<file path="src/rtl/dtc_pkg.sv">
// Shared types and sizing helpers for the sequential decision-tree engine.
// Node word layout, MSB first: {is_leaf, feat, hi_ptr, lo_ptr}.
package dtc_pkg;

  function automatic int clog2_min1(input int n);
    return (n <= 1) ? 1 : $clog2(n);
  endfunction

  localparam int DTC_N_FEAT    = 8;
  localparam int DTC_CLASS_W   = 2;
  localparam int DTC_N_NODES   = 32;
  localparam int DTC_MAX_DEPTH = 16;
  localparam int DTC_AW        = clog2_min1(DTC_N_NODES);
  localparam int DTC_FW        = clog2_min1(DTC_N_FEAT);

  typedef struct packed {
    logic              is_leaf;
    logic [DTC_FW-1:0] feat;
    logic [DTC_AW-1:0] hi_ptr;
    logic [DTC_AW-1:0] lo_ptr;
  } node_t;

  // Field offsets within a node word for arbitrary AW/FW.
  function automatic int node_w(input int aw, input int fw);
    return 1 + fw + 2 * aw;
  endfunction
  function automatic int hi_off(input int aw);
    return aw;
  endfunction
  function automatic int feat_off(input int aw);
    return 2 * aw;
  endfunction
  function automatic int leaf_off(input int aw, input int fw);
    return 2 * aw + fw;
  endfunction

  typedef enum logic [1:0] {
    ST_IDLE = 2'd0,
    ST_WALK = 2'd1,
    ST_DONE = 2'd2
  } state_e;

endpackage

</file>
<file path="src/rtl/dtc_node_table.sv">
// Register-array node table: resets every entry to leaf class 0, one write
// port, and two asynchronous read ports (tree walk and config readback).
module dtc_node_table
  import dtc_pkg::*;
#(
  parameter int N_NODES = 32,
  parameter int AW      = 5,
  parameter int WW      = 14
) (
  input  logic          clk,
  input  logic          rst_n,
  input  logic          we_i,
  input  logic [AW-1:0] waddr_i,
  input  logic [WW-1:0] wdata_i,
  input  logic [AW-1:0] walk_addr_i,
  output logic [WW-1:0] walk_data_o,
  input  logic [AW-1:0] rb_addr_i,
  output logic [WW-1:0] rb_data_o
);

  localparam logic [WW-1:0] LEAF0 = {1'b1, {(WW-1){1'b0}}};

  logic [WW-1:0] mem_q [N_NODES];
  logic          walk_ok;
  logic          rb_ok;
  logic          wr_ok;

  // Addresses past the last entry only exist when N_NODES is not a power of 2.
  generate
    if (N_NODES == (1 << AW)) begin : g_full
      assign walk_ok = 1'b1;
      assign rb_ok   = 1'b1;
      assign wr_ok   = 1'b1;
    end else begin : g_part
      assign walk_ok = (32'(walk_addr_i) < N_NODES);
      assign rb_ok   = (32'(rb_addr_i) < N_NODES);
      assign wr_ok   = (32'(waddr_i) < N_NODES);
    end
  endgenerate

  always_ff @(posedge clk) begin
    if (!rst_n) begin
      for (int i = 0; i < N_NODES; i++) begin
        mem_q[i] <= LEAF0;
      end
    end else if (we_i && wr_ok) begin
      mem_q[waddr_i] <= wdata_i;
    end
  end

  assign walk_data_o = walk_ok ? mem_q[walk_addr_i] : LEAF0;
  assign rb_data_o   = rb_ok   ? mem_q[rb_addr_i]   : LEAF0;

endmodule

</file>
<file path="src/rtl/dtc_seq_engine.sv">
// Sequential decision-tree classifier: walks one node of a run-time loaded
// table per cycle, from root node 0 until a leaf or the depth limit.
module dtc_seq_engine
  import dtc_pkg::*;
#(
  parameter int N_FEAT    = DTC_N_FEAT,
  parameter int CLASS_W   = DTC_CLASS_W,
  parameter int N_NODES   = DTC_N_NODES,
  parameter int MAX_DEPTH = DTC_MAX_DEPTH,
  localparam int AW       = clog2_min1(N_NODES),
  localparam int FW       = clog2_min1(N_FEAT),
  localparam int WW       = node_w(AW, FW)
) (
  input  logic               clk,
  input  logic               rst_n,
  input  logic               in_valid_i,
  output logic               in_ready_o,
  input  logic [N_FEAT-1:0]  in_feat_i,
  output logic               out_valid_o,
  input  logic               out_ready_i,
  output logic [CLASS_W-1:0] out_class_o,
  output logic               out_err_o,
  input  logic               cfg_we_i,
  input  logic [AW-1:0]      cfg_addr_i,
  input  logic [WW-1:0]      cfg_wdata_i,
  output logic [WW-1:0]      cfg_rdata_o,
  output logic               cfg_err_o,
  output state_e             dbg_state_o
);

  // Handshakes: a transfer happens on a rising edge where valid and ready are
  // both 1; valid and its payload hold until that edge, ready may toggle freely.

  localparam int SW       = $clog2(MAX_DEPTH) + 1;
  localparam int HI_OFF   = hi_off(AW);
  localparam int FEAT_OFF = feat_off(AW);
  localparam int LEAF_OFF = leaf_off(AW, FW);

  state_e             state_q, state_d;
  logic [AW-1:0]      cur_q, cur_d;
  logic [SW-1:0]      step_q, step_d;
  logic [N_FEAT-1:0]  feat_q, feat_d;
  logic [CLASS_W-1:0] cls_q, cls_d;
  logic               err_q, err_d;
  logic               cfg_err_q;

  logic [WW-1:0]      node_word;
  logic               node_leaf;
  logic [FW-1:0]      node_feat;
  logic [AW-1:0]      node_hi;
  logic [AW-1:0]      node_lo;
  logic [(1<<FW)-1:0] feat_pad;
  logic               branch_bit;
  logic               accept;
  logic               table_we;

  assign in_ready_o = rst_n && (state_q == ST_IDLE);
  assign accept     = in_valid_i && in_ready_o;
  assign table_we   = cfg_we_i && (state_q == ST_IDLE);

  dtc_node_table #(
    .N_NODES (N_NODES),
    .AW      (AW),
    .WW      (WW)
  ) u_table (
    .clk         (clk),
    .rst_n       (rst_n),
    .we_i        (table_we),
    .waddr_i     (cfg_addr_i),
    .wdata_i     (cfg_wdata_i),
    .walk_addr_i (cur_q),
    .walk_data_o (node_word),
    .rb_addr_i   (cfg_addr_i),
    .rb_data_o   (cfg_rdata_o)
  );

  assign node_leaf = node_word[LEAF_OFF];
  assign node_feat = node_word[FEAT_OFF +: FW];
  assign node_hi   = node_word[HI_OFF +: AW];
  assign node_lo   = node_word[0 +: AW];

  // Feature indices beyond N_FEAT land in the zero padding.
  always_comb begin
    feat_pad = '0;
    feat_pad[N_FEAT-1:0] = feat_q;
  end
  assign branch_bit = feat_pad[node_feat];

  always_comb begin
    state_d = state_q;
    cur_d   = cur_q;
    step_d  = step_q;
    feat_d  = feat_q;
    cls_d   = cls_q;
    err_d   = err_q;
    case (state_q)
      ST_IDLE: begin
        if (accept) begin
          feat_d  = in_feat_i;
          cur_d   = '0;
          step_d  = '0;
          state_d = ST_WALK;
        end
      end
      ST_WALK: begin
        if (node_leaf) begin
          cls_d   = node_lo[CLASS_W-1:0];
          err_d   = 1'b0;
          state_d = ST_DONE;
        end else if (step_q == SW'(MAX_DEPTH - 1)) begin
          cls_d   = '0;
          err_d   = 1'b1;
          state_d = ST_DONE;
        end else begin
          cur_d  = branch_bit ? node_hi : node_lo;
          step_d = step_q + SW'(1);
        end
      end
      ST_DONE: begin
        if (out_ready_i) begin
          state_d = ST_IDLE;
        end
      end
      default: state_d = ST_IDLE;
    endcase
  end

  always_ff @(posedge clk) begin
    if (!rst_n) begin
      state_q   <= ST_IDLE;
      cur_q     <= '0;
      step_q    <= '0;
      feat_q    <= '0;
      cls_q     <= '0;
      err_q     <= 1'b0;
      cfg_err_q <= 1'b0;
    end else begin
      state_q   <= state_d;
      cur_q     <= cur_d;
      step_q    <= step_d;
      feat_q    <= feat_d;
      cls_q     <= cls_d;
      err_q     <= err_d;
      cfg_err_q <= cfg_we_i && (state_q != ST_IDLE);
    end
  end

  assign out_valid_o = (state_q == ST_DONE);
  assign out_class_o = cls_q;
  assign out_err_o   = err_q;
  assign cfg_err_o   = cfg_err_q;
  assign dbg_state_o = state_q;

endmodule

</file>
<file path="config.mk">
export PLATFORM = sky130hd
export DESIGN_NAME = dtc_seq_engine
export DESIGN_NICKNAME = d
export VERILOG_FILES = /design/src/rtl/dtc_pkg.sv /design/src/rtl/dtc_node_table.sv /design/src/rtl/dtc_seq_engine.sv
export SDC_FILE = /design/constraint.sdc
export NUM_CORES = 1
export LEC_CHECK = 0
export ABC_CLOCK_PERIOD_IN_PS = 4500
export BUFFER_PORTS_ARGS = -buffer_cell sky130_fd_sc_hd__buf_2
export CELL_PAD_IN_SITES_DETAIL_PLACEMENT = 1
export CELL_PAD_IN_SITES_GLOBAL_PLACEMENT = 2
export CORE_UTILIZATION = 47
export CTS_CLUSTER_DIAMETER = 150
export DETAILED_ROUTE_END_ITERATION = 8
export HOLD_SLACK_MARGIN = 0.12
export PLACE_DENSITY_LB_ADDON = 0.08
export REMOVE_ABC_BUFFERS = 1
export SLEW_MARGIN = 25
export SYNTH_ARGS = -nofsm -noshare
export SYNTH_HDL_FRONTEND = slang
export SYNTH_SLANG_ARGS = --single-unit
</file>
<file path="constraint.sdc">
create_clock -name clk -period 4.5 [get_ports clk]
set_clock_uncertainty 0.05 [all_clocks]
set_input_delay 0.9 -clock clk [delete_from_list [all_inputs] [get_ports clk]]
set_output_delay 0.9 -clock clk [all_outputs]
set_load 0.005 [all_outputs]
</file>
==> impl_metrics.env <==
export IMPL_cts_hold_buf=0
export IMPL_met1_usage=0.462
export IMPL_syn_area_um2=24800
export IMPL_use_met2=0.504
export IMPL_n_fill_cell=4808
export IMPL_start_kind="input pin"
export IMPL_synth_async_reset_ratio=0
export IMPL_r2r_worst_path_cells=7
export IMPL_reg2reg_slack_ns=0.78
export IMPL_placementRows=83
export IMPL_hold_class="reg -> reg"
export IMPL_place_gp_congestion=0.930
export IMPL_via_per_inst=6.63
export IMPL_synthMuxAreaShare=0.237
export IMPL_setup_viol=0
export IMPL_via_count=15800
export IMPL_finalCritPeriodShare=0.931
export IMPL_p_switching_mw=2.42
export IMPL_path_class="in -> out"
export IMPL_syn_avg_cell_area_um2=15.3
export IMPL_cts_setup_buffers=0
export IMPL_cts_buffers=54
export IMPL_clk_insertion_delay_late_ns=0.61
export IMPL_areaGrowthSynthToFinish_pct=11.9
export IMPL_wl_per_cell_um=35.7
export IMPL_use_met3=0.0592
export IMPL_hpwl_um=58100
export IMPL_synth_flop_cell="edfxtp_1"
export IMPL_synth_simple_area_share=0.140
export IMPL_initial_utilization=0.480
export IMPL_tightest_slew_ns=1.14
export IMPL_cts_root_buf="clkbuf_16"
export IMPL_maxCapViolations=0
export IMPL_endpoint_kind="primary output"
export IMPL_synthAdderAreaFrac=0.00101
export IMPL_final_area_um2=27800
export IMPL_final_max_slew_viol_count=0
export IMPL_track_usage=0.323
export IMPL_hold_depth=2
export IMPL_setup_worst_path_start="cfg_addr_i[0]"
export IMPL_power_density_nw_per_um2=365
export IMPL_synthDistinctLibCells=38
export IMPL_antenna_cells=0
export IMPL_fmax_mhz=239
export IMPL_worstPathRequired_ns=3.55
export IMPL_synth_xor_area_frac=0
export IMPL_seqPwrFrac=0.499
export IMPL_synth_edff_count=448
export IMPL_status="completed"
export IMPL_drc_errors=0
export IMPL_core_area_um2=51800
export IMPL_ant_nets=0
export IMPL_gr_max_usage_layer="met2"
export IMPL_ir_worst_vdd_mv=0.337
export IMPL_leakage_nw=9.57
export IMPL_hold_violations=0
export IMPL_grt_max_degree=59
export IMPL_intPower_mw=7.74
export IMPL_dr_pass1_iters=7
export IMPL_final_min_clock_period_ns=4.19
export IMPL_drt_total_wl_um=84900
export IMPL_cts_tree="yes"
export IMPL_slew_headroom=0.239
export IMPL_die_area_um2=53800
export IMPL_p_clk_frac=0.419
export IMPL_grt_setup_unrepaired="no"
export IMPL_stdcell_count=2377
export IMPL_switching_share=0.239
export IMPL_synth_seq_area_share=0.565
export IMPL_worstHoldStart="cur_q[1]"
export IMPL_antenna_found_initial=7
export IMPL_dieHeight_um=232
export IMPL_synth_top_family_by_area="multiplexers"
export IMPL_numPortBuffers=53
export IMPL_comb_power_share=0.081
export IMPL_netlist_instances=1624
export IMPL_ys_seq_elements=477
export IMPL_clk_pin_slew_worst_paths_ns=0.06
export IMPL_grt_pass1_wl_um=120000
export IMPL_drive_above_1_share=0.289
export IMPL_nets=1692
export IMPL_place_inst=2282
export IMPL_yosysWarnings=0
export IMPL_io_pins=54
export IMPL_drtIter0Drc=1828
export IMPL_arrival_ns=3.24
export IMPL_clock_path_buffers=3
export IMPL_htree_levels=2
export IMPL_gr_total_overflow=0
export IMPL_die_x_um=232
export IMPL_place_area_um2=26100
export IMPL_grt_pass1_vias=15900
export IMPL_crit_fanout=27
export IMPL_cts_resized_gates=0
export IMPL_synth_compound_area_frac=0.0306
export IMPL_clock_sinks=477
==> logic make-up (layout without fill, tap and decap cells) <==
kind of cell / after synthesis / in the layout
buf+inv: 173 / 246
mux: 271 / 271
simple gates: 586 / 586
compound gates: 115 / 115
fa+ha+maj: 2 / 2
flops: 477 / 477
==> synth_stat cells (7+ instances only) <==
master | count | area [um^2]
nand3_1 | 10 | 50.1
mux4_2 | 252 | 5680
mux2i_1 | 8 | 80.1
o21ai_0 | 32 | 160
and3_1 | 7 | 43.8
a22oi_1 | 59 | 443
nand4_1 | 15 | 93.8
edfxtp_1 | 448 | 13500
or3_1 | 36 | 225
and2_1 | 424 | 2650
dfxtp_1 | 29 | 581
buf_1 | 25 | 93.8
nor2_1 | 42 | 158
clkbuf_1 | 138 | 518
a21oi_1 | 9 | 45.0
nand2_1 | 35 | 131
mux2_2 | 10 | 113
==> metrics by stage <==
stage | power, mW | setup WS [ns] | util | setup TNS (ns) | hold WS (ns)
2_1_floorplan | 5.49 | -2.33 | - | -42.55 | 0.366
3_3_place_gp | 5.96 | 0.374 | 0.505 | 0 | 0.377
3_5_place_dp | 5.98 | 0.363 | 0.505 | 0 | 0.393
4_1_cts | 10.2 | 0.358 | 0.537 | 0 | 0.396
5_1_grt | 10.4 | 0.253 | 0.537 | 0 | 0.425
6_report | 10.2 | 0.312 | 0.537 | 0 | 0.405
==> worst max-delay path, cell delays in order <==
cell and delay [ns]:
clkbuf_8 0.36, buf_12 0.25, mux4_2 0.51, a22oi_1 0.62, nand4_1 0.32, buf_2 0.22
==> flip-flops by register name (all words and copies together), names as in the netlist, named ones only <==
name           flops
out_err_o          1
u_table.mem_q    448
feat_pad           8
cfg_err_o          1
step_q             5
dbg_state_o        2
cur_q              5
out_class_o        2
==> metal layers <==
metal,part of all wire,vias up
met4,0.034,2
met3,0.089,134
met1,0.41,8492
li1,-,6351
met5,0.000094,-
met2,0.47,772
==> cell type report <==
cell class / count / area, um^2 / area share
Inverter: 2 / 7.51 / 0.000270
Clock buffer: 83 / 1580 / 0.0569
Multi-Input combinational cell: 974 / 10200 / 0.365
Clock inverter: 12 / 77.6 / 0.00279
Timing Repair Buffer: 149 / 1100 / 0.0396
Sequential cell: 477 / 14000 / 0.505
Tap cell: 680 / 851 / 0.0306
==> worst max-delay path by stage <==
stage,depth (start not counted),to,slack (ns)
after floorplan,6,step_q[3],-2.33
after global placement,7,cfg_rdata_o[5],0.37
after detailed placement,7,cfg_rdata_o[5],0.36
after CTS,7,cfg_rdata_o[5],0.36
after global routing,7,cfg_rdata_o[5],0.25
final,6,cfg_rdata_o[10],0.31
==> layout by cell type, fill, tap and decap left out, types with 2 or more instances in the layout <==
cell type and n:
clkinv_2 2, o21ai_1 37, dfxtp_1 26, nor2b_1 5
nor3b_1 2, nand3_1 10, buf_4 88, mux2i_1 8
or3_1 36, buf_12 8, nor2_2 4, clkbuf_8 7
and2_1 424, mux4_2 252, or2_2 2, nand2_1 35
clkbuf_1 20, clkbuf_16 57, nand2b_1 3, nand4_1 15
and3_1 7, buf_2 51, a21oi_1 9, edfxtp_1 448
a22oi_1 59, clkinv_1 8, mux2_2 10, inv_1 2
nor2_1 38, ha_1 2, o31ai_1 5, dfxtp_4 2
==> power by group through the flow <==
| stage | Combinational (mW) | Sequential (mW) | Clock [mW] |
|---|---|---|---|
| final | 0.827 | 5.07 | 4.26 |
| after detailed placement | 0.821 | 5.16 | 0 |
| after global routing | 0.854 | 5.08 | 4.45 |
| after global placement | 0.813 | 5.15 | 0 |
| after CTS | 0.825 | 5.07 | 4.31 |
| after floorplan | 0.361 | 5.13 | 0 |
No activity file was read; power rests on OpenSTA's default activity.
